`config.mk`:
```
export PLATFORM = sky130hd
export DESIGN_NAME = hazard_ctrl
export DESIGN_NICKNAME = d
export VERILOG_FILES = /design/src/rtl/hazard_ctrl.sv
export SDC_FILE = /design/constraint.sdc
export NUM_CORES = 1
export LEC_CHECK = 0
export ABC_AREA = 1
export CAP_MARGIN = 20
export CORE_UTILIZATION = 35
export DETAILED_ROUTE_END_ITERATION = 10
export GPL_TIMING_DRIVEN = 0
export PLACE_DENSITY = 0.65
export SLEW_MARGIN = 40
export SYNTH_ARGS = -nofsm -noshare
export SYNTH_HDL_FRONTEND = slang
export SYNTH_SLANG_ARGS = --single-unit
```
`constraint.sdc`:
```
create_clock -name clk -period 1.9 [get_ports clk]
set_input_delay 0.38 -clock clk [delete_from_list [all_inputs] [get_ports clk]]
set_output_delay 0.38 -clock clk [all_outputs]
set_load 0.005 [all_outputs]
```
`src/rtl/hazard_ctrl.sv`:
```
// hazard_ctrl: hazard control unit beside the ID stage.
// Resolves load-use stalls, taken-branch flushes and data-memory freezes,
// and keeps a saturating count of cycles in which the PC was held.
module hazard_ctrl #(
    parameter int REG_W      = 5,
    parameter int ZERO_REG   = 31,
    parameter int LOAD_STALL = 1,
    parameter int BR_PENALTY = 1,
    parameter int CNT_W      = 16
) (
    input  logic             clk,
    input  logic             reset,
    input  logic [REG_W-1:0] id_rn,
    input  logic [REG_W-1:0] id_rm,
    input  logic             id_uses_rn,
    input  logic             id_uses_rm,
    input  logic [REG_W-1:0] ex_rd,
    input  logic             ex_mem_read,
    input  logic             br_taken,
    input  logic             dmem_busy,
    output logic             pc_write,
    output logic             if_id_write,
    output logic             ctrl_sel,
    output logic             if_id_flush,
    output logic             id_ex_flush,
    output logic             pipe_freeze,
    output logic [CNT_W-1:0] stall_cycles
);

    localparam logic [1:0] RUN    = 2'd0;
    localparam logic [1:0] LSTALL = 2'd1;
    localparam logic [1:0] BFLUSH = 2'd2;

    // Remaining cycles after the detection/resolution cycle itself.
    localparam logic [2:0]       LS_INIT = 3'(LOAD_STALL - 1);
    localparam logic [2:0]       BR_INIT = 3'(BR_PENALTY - 1);
    localparam logic [REG_W-1:0] ZERO    = REG_W'(ZERO_REG);
    localparam logic [CNT_W-1:0] CNT_MAX = '1;

    logic [1:0] state, state_nxt;
    logic [2:0] cnt, cnt_nxt;
    logic       luh;

    // Load-use detection; the zero register never carries a dependency.
    always_comb begin
        luh = ex_mem_read && (ex_rd != ZERO) &&
              ((id_uses_rn && (id_rn == ex_rd)) ||
               (id_uses_rm && (id_rm == ex_rd)));
    end

    // Output decode and next-state selection in priority order:
    // reset, memory freeze, taken branch, load-use / state action.
    always_comb begin
        pc_write    = 1'b1;
        if_id_write = 1'b1;
        ctrl_sel    = 1'b1;
        if_id_flush = 1'b0;
        id_ex_flush = 1'b0;
        pipe_freeze = 1'b0;
        state_nxt   = state;
        cnt_nxt     = cnt;

        if (reset) begin
            state_nxt = RUN;
            cnt_nxt   = 3'd0;
        end else if (dmem_busy) begin
            // Everything holds; branch and hazard inputs stay stable in the
            // frozen stages and are re-evaluated once memory is ready.
            pc_write    = 1'b0;
            if_id_write = 1'b0;
            pipe_freeze = 1'b1;
        end else if (br_taken) begin
            // Any pending load stall is dropped: the dependent instruction
            // is on the wrong path anyway.
            if_id_flush = 1'b1;
            id_ex_flush = 1'b1;
            if (BR_PENALTY > 1) begin
                state_nxt = BFLUSH;
                cnt_nxt   = BR_INIT;
            end else begin
                state_nxt = RUN;
                cnt_nxt   = 3'd0;
            end
        end else begin
            case (state)
                BFLUSH: begin
                    // ID holds a flushed NOP, so luh is meaningless here.
                    if_id_flush = 1'b1;
                    cnt_nxt     = cnt - 3'd1;
                    if (cnt <= 3'd1) begin
                        state_nxt = RUN;
                    end
                end
                LSTALL: begin
                    pc_write    = 1'b0;
                    if_id_write = 1'b0;
                    ctrl_sel    = 1'b0;
                    cnt_nxt     = cnt - 3'd1;
                    if (cnt <= 3'd1) begin
                        state_nxt = RUN;
                    end
                end
                default: begin
                    if (luh) begin
                        pc_write    = 1'b0;
                        if_id_write = 1'b0;
                        ctrl_sel    = 1'b0;
                        if (LOAD_STALL > 1) begin
                            state_nxt = LSTALL;
                            cnt_nxt   = LS_INIT;
                        end else begin
                            state_nxt = RUN;
                            cnt_nxt   = 3'd0;
                        end
                    end else begin
                        state_nxt = RUN;
                        cnt_nxt   = 3'd0;
                    end
                end
            endcase
        end
    end

    // State and shared down-counter registers.
    always_ff @(posedge clk) begin
        if (reset) begin
            state <= RUN;
            cnt   <= 3'd0;
        end else begin
            state <= state_nxt;
            cnt   <= cnt_nxt;
        end
    end

    // Saturating count of cycles with the PC held (load stall or freeze).
    always_ff @(posedge clk) begin
        if (reset) begin
            stall_cycles <= '0;
        end else if (!pc_write && (stall_cycles != CNT_MAX)) begin
            stall_cycles <= stall_cycles + 1'b1;
        end
    end

endmodule

```
# After elaboration in Yosys (flattened, before gate mapping)
# Index checks and enable logic that the tools add are counted.
word_totals:
  ff_bits: 21
  latch_bits: 0
  ram_bits: 0
  rom_bits: 0
  input_bits: 22
  output_inout_bits: 22
  elab_cells: 44
  n_memories: 0
classes:
  add_sub_neg: 2
  multipliers: 0
  div_mod_pow: 0
  order_cmp: 1
  eq_ne: 7
  n_shift: 0
  muxes: 21
  bitwise_logic: 1
  n_reduce_logical: 9
ops:
  columns: ["op", "count"]
  rows:
  - ["$add A16 B1 Y16 const B", 1]
  - ["$ne A16 B16 Y1 const B", 1]
  - ["$mux W1", 15]
  - ["$eq A5 B5 Y1", 2]
  - ["$mux W2", 3]
  - ["$mux W3", 2]
  - ["$logic_and A1 B1 Y1", 5]
  - ["$ne A5 B5 Y1 const B", 1]
  - ["$le A3 B1 Y1 const B", 1]
  - ["$ne A3 B1 Y1 const B", 1]
  - ["$sub A3 B1 Y3 const B", 1]
  - ["$eq A2 B1 Y1 const B", 1]
  - ["$eq A2 B2 Y1 const B", 1]
  - ["$pmux W1 S2", 1]
  - ["$reduce_and A2 Y1", 1]
  - ["$reduce_or A2 Y1", 1]
  - ["$logic_not A1 Y1", 1]
  - ["$logic_or A1 B1 Y1", 1]
  - ["$not A1 Y1", 1]

# Logic depth before layout (Yosys ltp)
# Gate-level depths: netlist (run 1).
logic_depth:
  ltp_word: 11
  depth_mapped: 13
  depth_no_buf: 12

# Least setup slack after synthesis (run 1)
# OpenSTA, ideal clock, no wires.
synth_timing:
  kind: "input to output"
  start: "input ex_rd[0]"
  end: "output pc_write"
  arrival_time_ns: 1.184
  slack_ns: 0.336
  stages: 11
  path_cell_list: "inv_1 nand2_1 nand2_1 nor2_1 nand3_1 nand2_1 nand2_1 nand2_2 buf_4 inv_1 buf_4"
synth_between:
  elab_chain_cells: 9
  elab_cells_between_ends: 13
  classes_between: "eq/ne: 3; mux: 5; reduce/logical: 5"
synth_rtl:
  columns: ["item", "line", "rtl"]
  rows:
  - ["from (decl)", "17", "input logic [REG_W-1:0] ex_rd,"]
  - ["$eq A5 B5 Y1, on equally long branches", "47, 48", null]
  - ["$logic_and A1 B1 Y1, on equally long branches", "47, 48", null]
  - ["$logic_or A1 B1 Y1", "47", "((id_uses_rn && (id_rn == ex_rd)) ||"]
  - ["$logic_and A1 B1 Y1 *", "46", "luh = ex_mem_read && (ex_rd != ZERO) &&"]
  - ["$mux W1 *", null, null]
  - ["$pmux W1 S2 *", null, null]
  - ["$mux W1 * (3 in a row)", null, null]
  - ["to (decl)", "21", "output logic pc_write,"]
# Every way passes the cells marked *; elsewhere a longest branch is shown, timed or not.

# Worst setup path after layout (run 1)
layout_timing:
  start: "input ex_mem_read"
  end: "output pc_write"
layout_between:
  elab_chain_cells: 7
layout_rtl:
  columns: ["item", "line", "rtl"]
  rows:
  - ["from (decl)", "18", "input logic ex_mem_read,"]
  - ["$logic_and A1 B1 Y1 (2 in a row)", "46", null]
  - ["$mux W1", "104", "if (luh) begin"]
  - ["$pmux W1 S2", "85", "case (state)"]
  - ["$mux W1", "72", "end else if (br_taken) begin"]
  - ["$mux W1", "66", "end else if (dmem_busy) begin"]
  - ["$mux W1", "63", "if (reset) begin"]
# Every way passes these cells.

==> impl_metrics.py, run 1 <==
metrics = {
    "floorplanning": {
        "core_box_area_mm2": 0.00334,
        "top_level_ports": 44,
        "core.rowCount": 21,
        "die_width_um": 61.2,
        "die_h_um": 61.2,
        "floorplan.initialDensity_pct": 36.7,
        "die_area_mm2": 0.00374,
    },
    "drt": {
        "drt_first_pass_iters": 4,
        "antenna_violating_nets_post_route": 0,
        "drt_iter0_markers": 81,
        "routed_wirelength_mm": 2.89,
        "vias_per_cell": 4.33,
        "routedWlPerCell_um": 9.11,
        "route.vias.total": 1372,
        "route.detailed.drc": 0,
    },
    "placement": {
        "io_buffer_count": 43,
        "dp.cells": 312,
        "replace_congestion": 0.838,
        "post_dp_cell_area_mm2": 0.00171,
        "detailedPlacementHpwl_mm": 2.21,
    },
    "finish": {
        "largestRegisters": "stall_cycles: 16 flops",
        "n_fill_cell": 361,
        "final_layout_size_suffix_gt1_share_pct": 17.0,
        "stdcell_count": 317,
        "largest_register": "stall_cycles",
        "post_layout_nets": 296,
        "largest_register_ffs": 16,
        "postLayoutCellArea_mm2": 0.00172,
        "num_antenna_cells": 0,
        "synthToLayoutAreaGrowth_pct": 40.6,
        "layout.core_utilization_pct": 51.6,
    },
    "flow_run": {
        "max_cap_violations": 0,
    },
    "timing": {
        "max_slew_margin_pct": 81.6,
        "finalClockSkew_ps": 5.81,
        "report.final.setup_viol": 0,
        "layout_min_cycle_time_ps": 1840,
        "tightest_pin_transition_ps": 276,
        "period_share_pct": 96.8,
        "rsz_0062_raised_after_global_routing": "no",
        "maximum_operating_frequency_mhz": 543,
        "finalMaxSlewViolations": 0,
        "holdWs_ps": 544,
        "final-hold-violation-count": 0,
    },
    "synthesis": {
        "yosys_warnings": 0,
        "gate_count_of_the_mapped_netlist": 223,
        "synth_top_cell_by_area": "sky130_fd_sc_hd__dfxtp_1",
        "yosys_reg_bits": 16,
        "yosys.cell_count.top_type": "sky130_fd_sc_hd__nand2_1",
        "synth_async_sr_flop_share_pct": 0,
        "netlist-cell-type-count": 18,
        "synth.top_cells.by_area": "sky130_fd_sc_hd__dfxtp_1 26%, sky130_fd_sc_hd__nand2_1 23%, sky130_fd_sc_hd__nor2_1 12%",
        "synth_area_mm2": 0.00122,
        "yosysSeqAreaShare_pct": 26.1,
        "synth.top_cell.area_share_pct": 26.1,
        "postSynth.topFlopCell": "sky130_fd_sc_hd__dfxtp_1",
        "synth_nets": 246,
        "synth_commonest_cells": "75 x sky130_fd_sc_hd__nand2_1, 38 x sky130_fd_sc_hd__nor2_1, 32 x sky130_fd_sc_hd__inv_1, 21 x sky130_fd_sc_hd__nand3_1, 16 x sky130_fd_sc_hd__dfxtp_1",
        "synth_edf_count": 0,
        "avgSynthCellArea_um2": 5.49,
    },
    "global_routing": {
        "groute.layer.met1.usage_pct": 23.9,
        "grt_pass1_vias": 1102,
        "antenna_violations_before_repair": 0,
        "gr-total-overflow": 0,
        "use_met3_pct": 5.46,
        "global_route.usage.total_pct": 17.0,
        "grt_first_pass_wirelength_mm": 4.75,
        "globalRoute.busiestLayer": "met2",
        "pin_count_of_the_biggest_net_entering_global_routing": 11,
        "grtUsageMet2_pct": 25.2,
    },
    "worst_hold_path": {
        "min_path_type": "register to register",
    },
    "setup_path": {
        "critical_path.max_fanout": 3,
        "end_kind": "primary output",
        "worst_setup_path_start_kind": "input port",
        "setup.worst_path.class": "input port to primary output",
        "required_ps": 1520,
        "worst_ep_arrival_time_ps": 1460,
    },
    "cts": {
        "tritoncts_num_sinks": 16,
        "htree_num_levels": 1,
        "worstSkewPairLatency_ps": 300,
        "cts_tree": "done",
        "tritoncts.num_buffers": 3,
        "clock_tree.buffer_depth": 2,
        "clk_pin_slew_worst_paths_ps": 90,
        "clock_root_buffer": "sky130_fd_sc_hd__clkbuf_4",
    },
    "pwr": {
        "power.leakage_nw": 0.892,
        "power_density_mw_per_mm2": 397,
        "ir_drop_uv": 269,
        "post-layout-total-power_mw": 0.684,
    },
    "run_status": {
        "outcome": "finished, final reports clean",
    },
}
path summary, 6_finish.rpt:
check                           slack (ps)                            to                         start  cells after the start
worst min register to register         540  stall_cycles[1]$_SDFFE_PP0P_  stall_cycles[1]$_SDFFE_PP0P_                      2
worst max register to register         260  stall_cycles[7]$_SDFFE_PP0P_  stall_cycles[0]$_SDFFE_PP0P_                     11
worst min-delay path                   540  stall_cycles[1]$_SDFFE_PP0P_  stall_cycles[1]$_SDFFE_PP0P_                      2
worst max-delay path                    60                      pc_write                   ex_mem_read                      8
layout make-up:
cell class                      instances  area (µm²)  area share [%]
Timing Repair Buffer                   46         404            23.5
Tap cell                               46        57.6            3.34
Buffer                                  6        50.0            2.91
Clock buffer                            3        22.5            1.31
Multi-Input combinational cell        162         724            42.1
Inverter                               38         143            8.28
Sequential cell                        16         320            18.6
through the flow:
step / TNS [ps] / setup WS, ps
floorplan: 0 / 336
global placement: -3830 / -794
detailed placement: -3740 / -792
CTS: -17.9 / -17.9
global route: 0 / 1.59
finish: 0 / 59.9
per-layer routing:
layer,up-vias,part of all wire [%]
li1,766,-
met1,562,51
met2,39,41
met3,5,6.9
met4,0,1.1
met5,-,0
cell families after synthesis:
logic type | count (synthesis) | share of synthesized area, %
compound gates | 9 | 3.68
fa+ha+maj | 1 | 1.02
simple gates | 152 | 52.8
buf+inv | 45 | 16.3
flops | 16 | 26.1
worst max-delay path: stages:
cell                              delay [ps]
sky130_fd_sc_hd__clkdlybuf4s50_1         470
sky130_fd_sc_hd__nand3_2                  80
sky130_fd_sc_hd__nor2_2                  110
sky130_fd_sc_hd__nand2_1                  70
sky130_fd_sc_hd__nand2_2                  90
sky130_fd_sc_hd__inv_2                    40
sky130_fd_sc_hd__buf_4                   120
sky130_fd_sc_hd__buf_6                   100
cell usage in the layout (no fill, tap or decap), types with 4 or more instances in the layout:
cell type	Yosys	final
sky130_fd_sc_hd__nand2_1	75	75
sky130_fd_sc_hd__nor2_1	38	34
sky130_fd_sc_hd__inv_1	32	28
sky130_fd_sc_hd__nand3_1	21	20
sky130_fd_sc_hd__clkdlybuf4s50_1	0	18
sky130_fd_sc_hd__dfxtp_1	16	16
sky130_fd_sc_hd__dlygate4sd2_1	0	14
sky130_fd_sc_hd__inv_2	6	10
sky130_fd_sc_hd__nor2_2	5	9
sky130_fd_sc_hd__a21oi_1	9	9
sky130_fd_sc_hd__buf_4	4	6
sky130_fd_sc_hd__nand2_2	4	4
sky130_fd_sc_hd__buf_2	1	4
sky130_fd_sc_hd__clkbuf_2	0	4
timing repair:
| action | CTS | global route |
|---|---|---|
| hold buffers | 0 | 0 |
| setup buffers | 2 | 1 |
| resized for setup | 41 | 18 |
| pin swaps | 13 | 14 |
| gates cloned | 0 | 0 |
| setup endpoints to repair | 6 | 2 |
| endpoints found under the hold margin | 0 | 0 |
power by group:
| group | internal (mW) | leakage [nW] | switching [mW] |
|---|---|---|---|
| clock | 0.0740 | 0.0138 | 0.118 |
| combinational | 0.0734 | 0.749 | 0.0734 |
| sequential | 0.340 | 0.129 | 0.00525 |
(Power assumes the default switching activity.)
==> run 2, diff against run 1 <==
--- a/config.mk
+++ b/config.mk
@@ -9,8 +9,9 @@
 export CAP_MARGIN = 20
 export CORE_UTILIZATION = 35
 export DETAILED_ROUTE_END_ITERATION = 10
+export DONT_BUFFER_PORTS = 1
 export GPL_TIMING_DRIVEN = 0
-export PLACE_DENSITY = 0.65
+export RECOVER_POWER = 25
 export SLEW_MARGIN = 40
 export SYNTH_ARGS = -nofsm -noshare
 export SYNTH_HDL_FRONTEND = slang
==> run 2 against run 1 <==
Compared with the run above:
- non-clock buffer count fell by 45
- first-iteration DRC count fell by 3.7%
- cell area fell by 24%
- via count fell by 12%
- sequential power barely moved
- wire length fell by 6.3%
- cell count fell by 14%
- critical path depth rose by 1
- clock skew rose by 2.9 ps
- sequential share of layout area rose by 5.9 points
- critical path type is now register to register
==> impl_metrics.py, run 2 (synthesis gave the netlist of run 1 again) <==
metrics = {
    "run_status": {
        "outcome": "finished, final reports clean",
    },
    "cts": {
        "cts.hold.buffers_added": 0,
        "tritoncts_num_sinks": 16,
        "tritoncts.num_buffers": 3,
        "clock_root_buffer": "sky130_fd_sc_hd__clkbuf_4",
        "clock_tree.buffer_depth": 2,
        "clk_pin_slew_worst_paths_ps": 100,
        "cts_setup_buffers": 0,
        "cts_resized": 0,
        "cts_tree": "done",
        "worstSkewPairLatency_ps": 290,
        "htree_num_levels": 1,
    },
    "finish": {
        "num_antenna_cells": 0,
        "layout_common_cells": "75 x sky130_fd_sc_hd__nand2_1, 38 x sky130_fd_sc_hd__nor2_1, 32 x sky130_fd_sc_hd__inv_1",
        "final_layout_size_suffix_gt1_share_pct": 11.5,
        "layout.cells.most_common": "sky130_fd_sc_hd__nand2_1",
        "largest_register": "stall_cycles",
        "multi_input_area_um2": 704,
        "largestRegisters": "stall_cycles: 16 flops",
        "stdcell_count": 272,
        "synthToLayoutAreaGrowth_pct": 6.54,
        "n_fill_cell": 399,
        "post_layout_nets": 251,
        "largest_register_ffs": 16,
        "register_area_um2": 320,
    },
    "setup_path": {
        "setup.worst_path.class": "register to register",
        "path_common_cell": "sky130_fd_sc_hd__nand2_1",
        "worst_ep_arrival_time_ps": 1910,
        "cpMaxStageDelayCell": "sky130_fd_sc_hd__dfxtp_1",
        "worst_path_largest_cell_delay_ps": 430,
        "end_kind": "register",
        "critical_path.max_fanout": 10,
        "crit_chain": "ha_1 > nand2_1 > nor2_2 > nand4_2 > buf_6 > nand2_1 > inv_2 > a21oi_1 > nor2_1",
        "worst_setup_path_start_kind": "register",
        "required_ps": 2090,
    },
    "pwr": {
        "p_sw_mw": 0.170,
        "post-layout-total-power_mw": 0.619,
        "power.leakage_nw": 0.689,
        "power.share.clock_pct": 30.4,
        "power.combinational.fraction_pct": 13.7,
        "ir_drop_uv": 151,
        "power_density_mw_per_mm2": 474,
        "share_seq_of_total_power_pct": 55.9,
        "cell_internal_pwr_mw": 0.448,
        "power.switching_fraction_pct": 27.5,
    },
    "drt": {
        "route.vias.total": 1213,
        "routed_wirelength_mm": 2.71,
        "antenna_violating_nets_post_route": 0,
        "vias_per_cell": 4.46,
        "drt_first_pass_iters": 4,
        "route.detailed.drc": 0,
        "drt_iter0_markers": 78,
        "routedWlPerCell_um": 9.95,
    },
    "placement": {
        "replace_congestion": 0.795,
        "detailedPlacementHpwl_mm": 2.08,
        "io_buffer_count": 0,
        "dp_slack_ps": 206,
        "dp.cells": 269,
    },
    "global_routing": {
        "use_met3_pct": 3.36,
        "groute.layer.met1.usage_pct": 20.4,
        "grt_first_pass_wirelength_mm": 4.60,
        "globalRoute.busiestLayer": "met2",
        "grtUsageMet2_pct": 27.3,
        "grt_pass1_vias": 1141,
        "antenna_violations_before_repair": 0,
        "global_route.usage.total_pct": 16.2,
        "gr-total-overflow": 0,
        "pin_count_of_the_biggest_net_entering_global_routing": 11,
    },
    "timing": {
        "max_slew_margin_pct": 81.0,
        "period_share_pct": 90.4,
        "finalClockSkew_ps": 8.74,
        "holdWs_ps": 138,
        "layout_min_cycle_time_ps": 1720,
        "final-hold-violation-count": 0,
        "rsz_0062_raised_after_global_routing": "no",
        "maximum_operating_frequency_mhz": 582,
        "tightest_pin_transition_ps": 283,
        "setup_slack_ps": 183,
        "finalMaxSlewViolations": 0,
        "report.final.setup_viol": 0,
        "fin_tns_setup_ps": 0,
    },
    "floorplanning": {
        "top_level_ports": 44,
        "die_h_um": 61.2,
        "floorplan.initialDensity_pct": 36.7,
        "core.rowCount": 21,
        "core_box_area_mm2": 0.00334,
        "die_width_um": 61.2,
        "die_area_mm2": 0.00374,
    },
    "worst_hold_path": {
        "min_path_type": "input port to register",
    },
    "flow_run": {
        "max_cap_violations": 0,
    },
}
[run 2: metal layers]
metal	vias to the layer above	wire, µm
li1	675	-
met1	503	1390
met2	33	1150
met3	2	141
met4	0	21
met5	-	0
[run 2: power groups by stage]
stage	clock network, mW	logic [mW]	registers (mW)
5_1_grt	0.211	0.100	0.348
6_report	0.188	0.0850	0.346
3_5_place_dp	0	0.0856	0.354
4_1_cts	0.196	0.0859	0.346
3_3_place_gp	0	0.0844	0.354
2_1_floorplan	0	0.0719	0.353
[run 2: worst max-delay path, delay by kind of cell (launching register included)]
kind            cells  cell delay (ps)
simple gates        5              600
flops               1              430
buf+inv             2              240
fa+ha+maj           1              200
compound gates      1              140
[run 2: layout make-up]
cell class | count | share of cell area [%]
sequential | 16 | 24.5
buffer | 7 | 4.41
inverter | 38 | 10.9
tap | 46 | 4.41
multi-input combinational | 162 | 54.0
clock buffer | 3 | 1.73
[run 2: final timing paths]
path	from	to	slack (ps)	cells after the start
hold / removal	reset	stall_cycles[15]$_SDFFE_PP0P_	140	1
setup reg to reg	stall_cycles[0]$_SDFFE_PP0P_	stall_cycles[6]$_SDFFE_PP0P_	180	9
setup / recovery	stall_cycles[0]$_SDFFE_PP0P_	stall_cycles[6]$_SDFFE_PP0P_	180	9
hold reg to reg	stall_cycles[1]$_SDFFE_PP0P_	stall_cycles[1]$_SDFFE_PP0P_	560	2
[run 2: through the flow]
step	utilization, %	instance area [µm²]
after global routing	39.1	1310
final	39.1	1310
after detailed placement	38.4	1280
after CTS	39.1	1310
after global placement	38.4	1280
after floorplan	-	1220
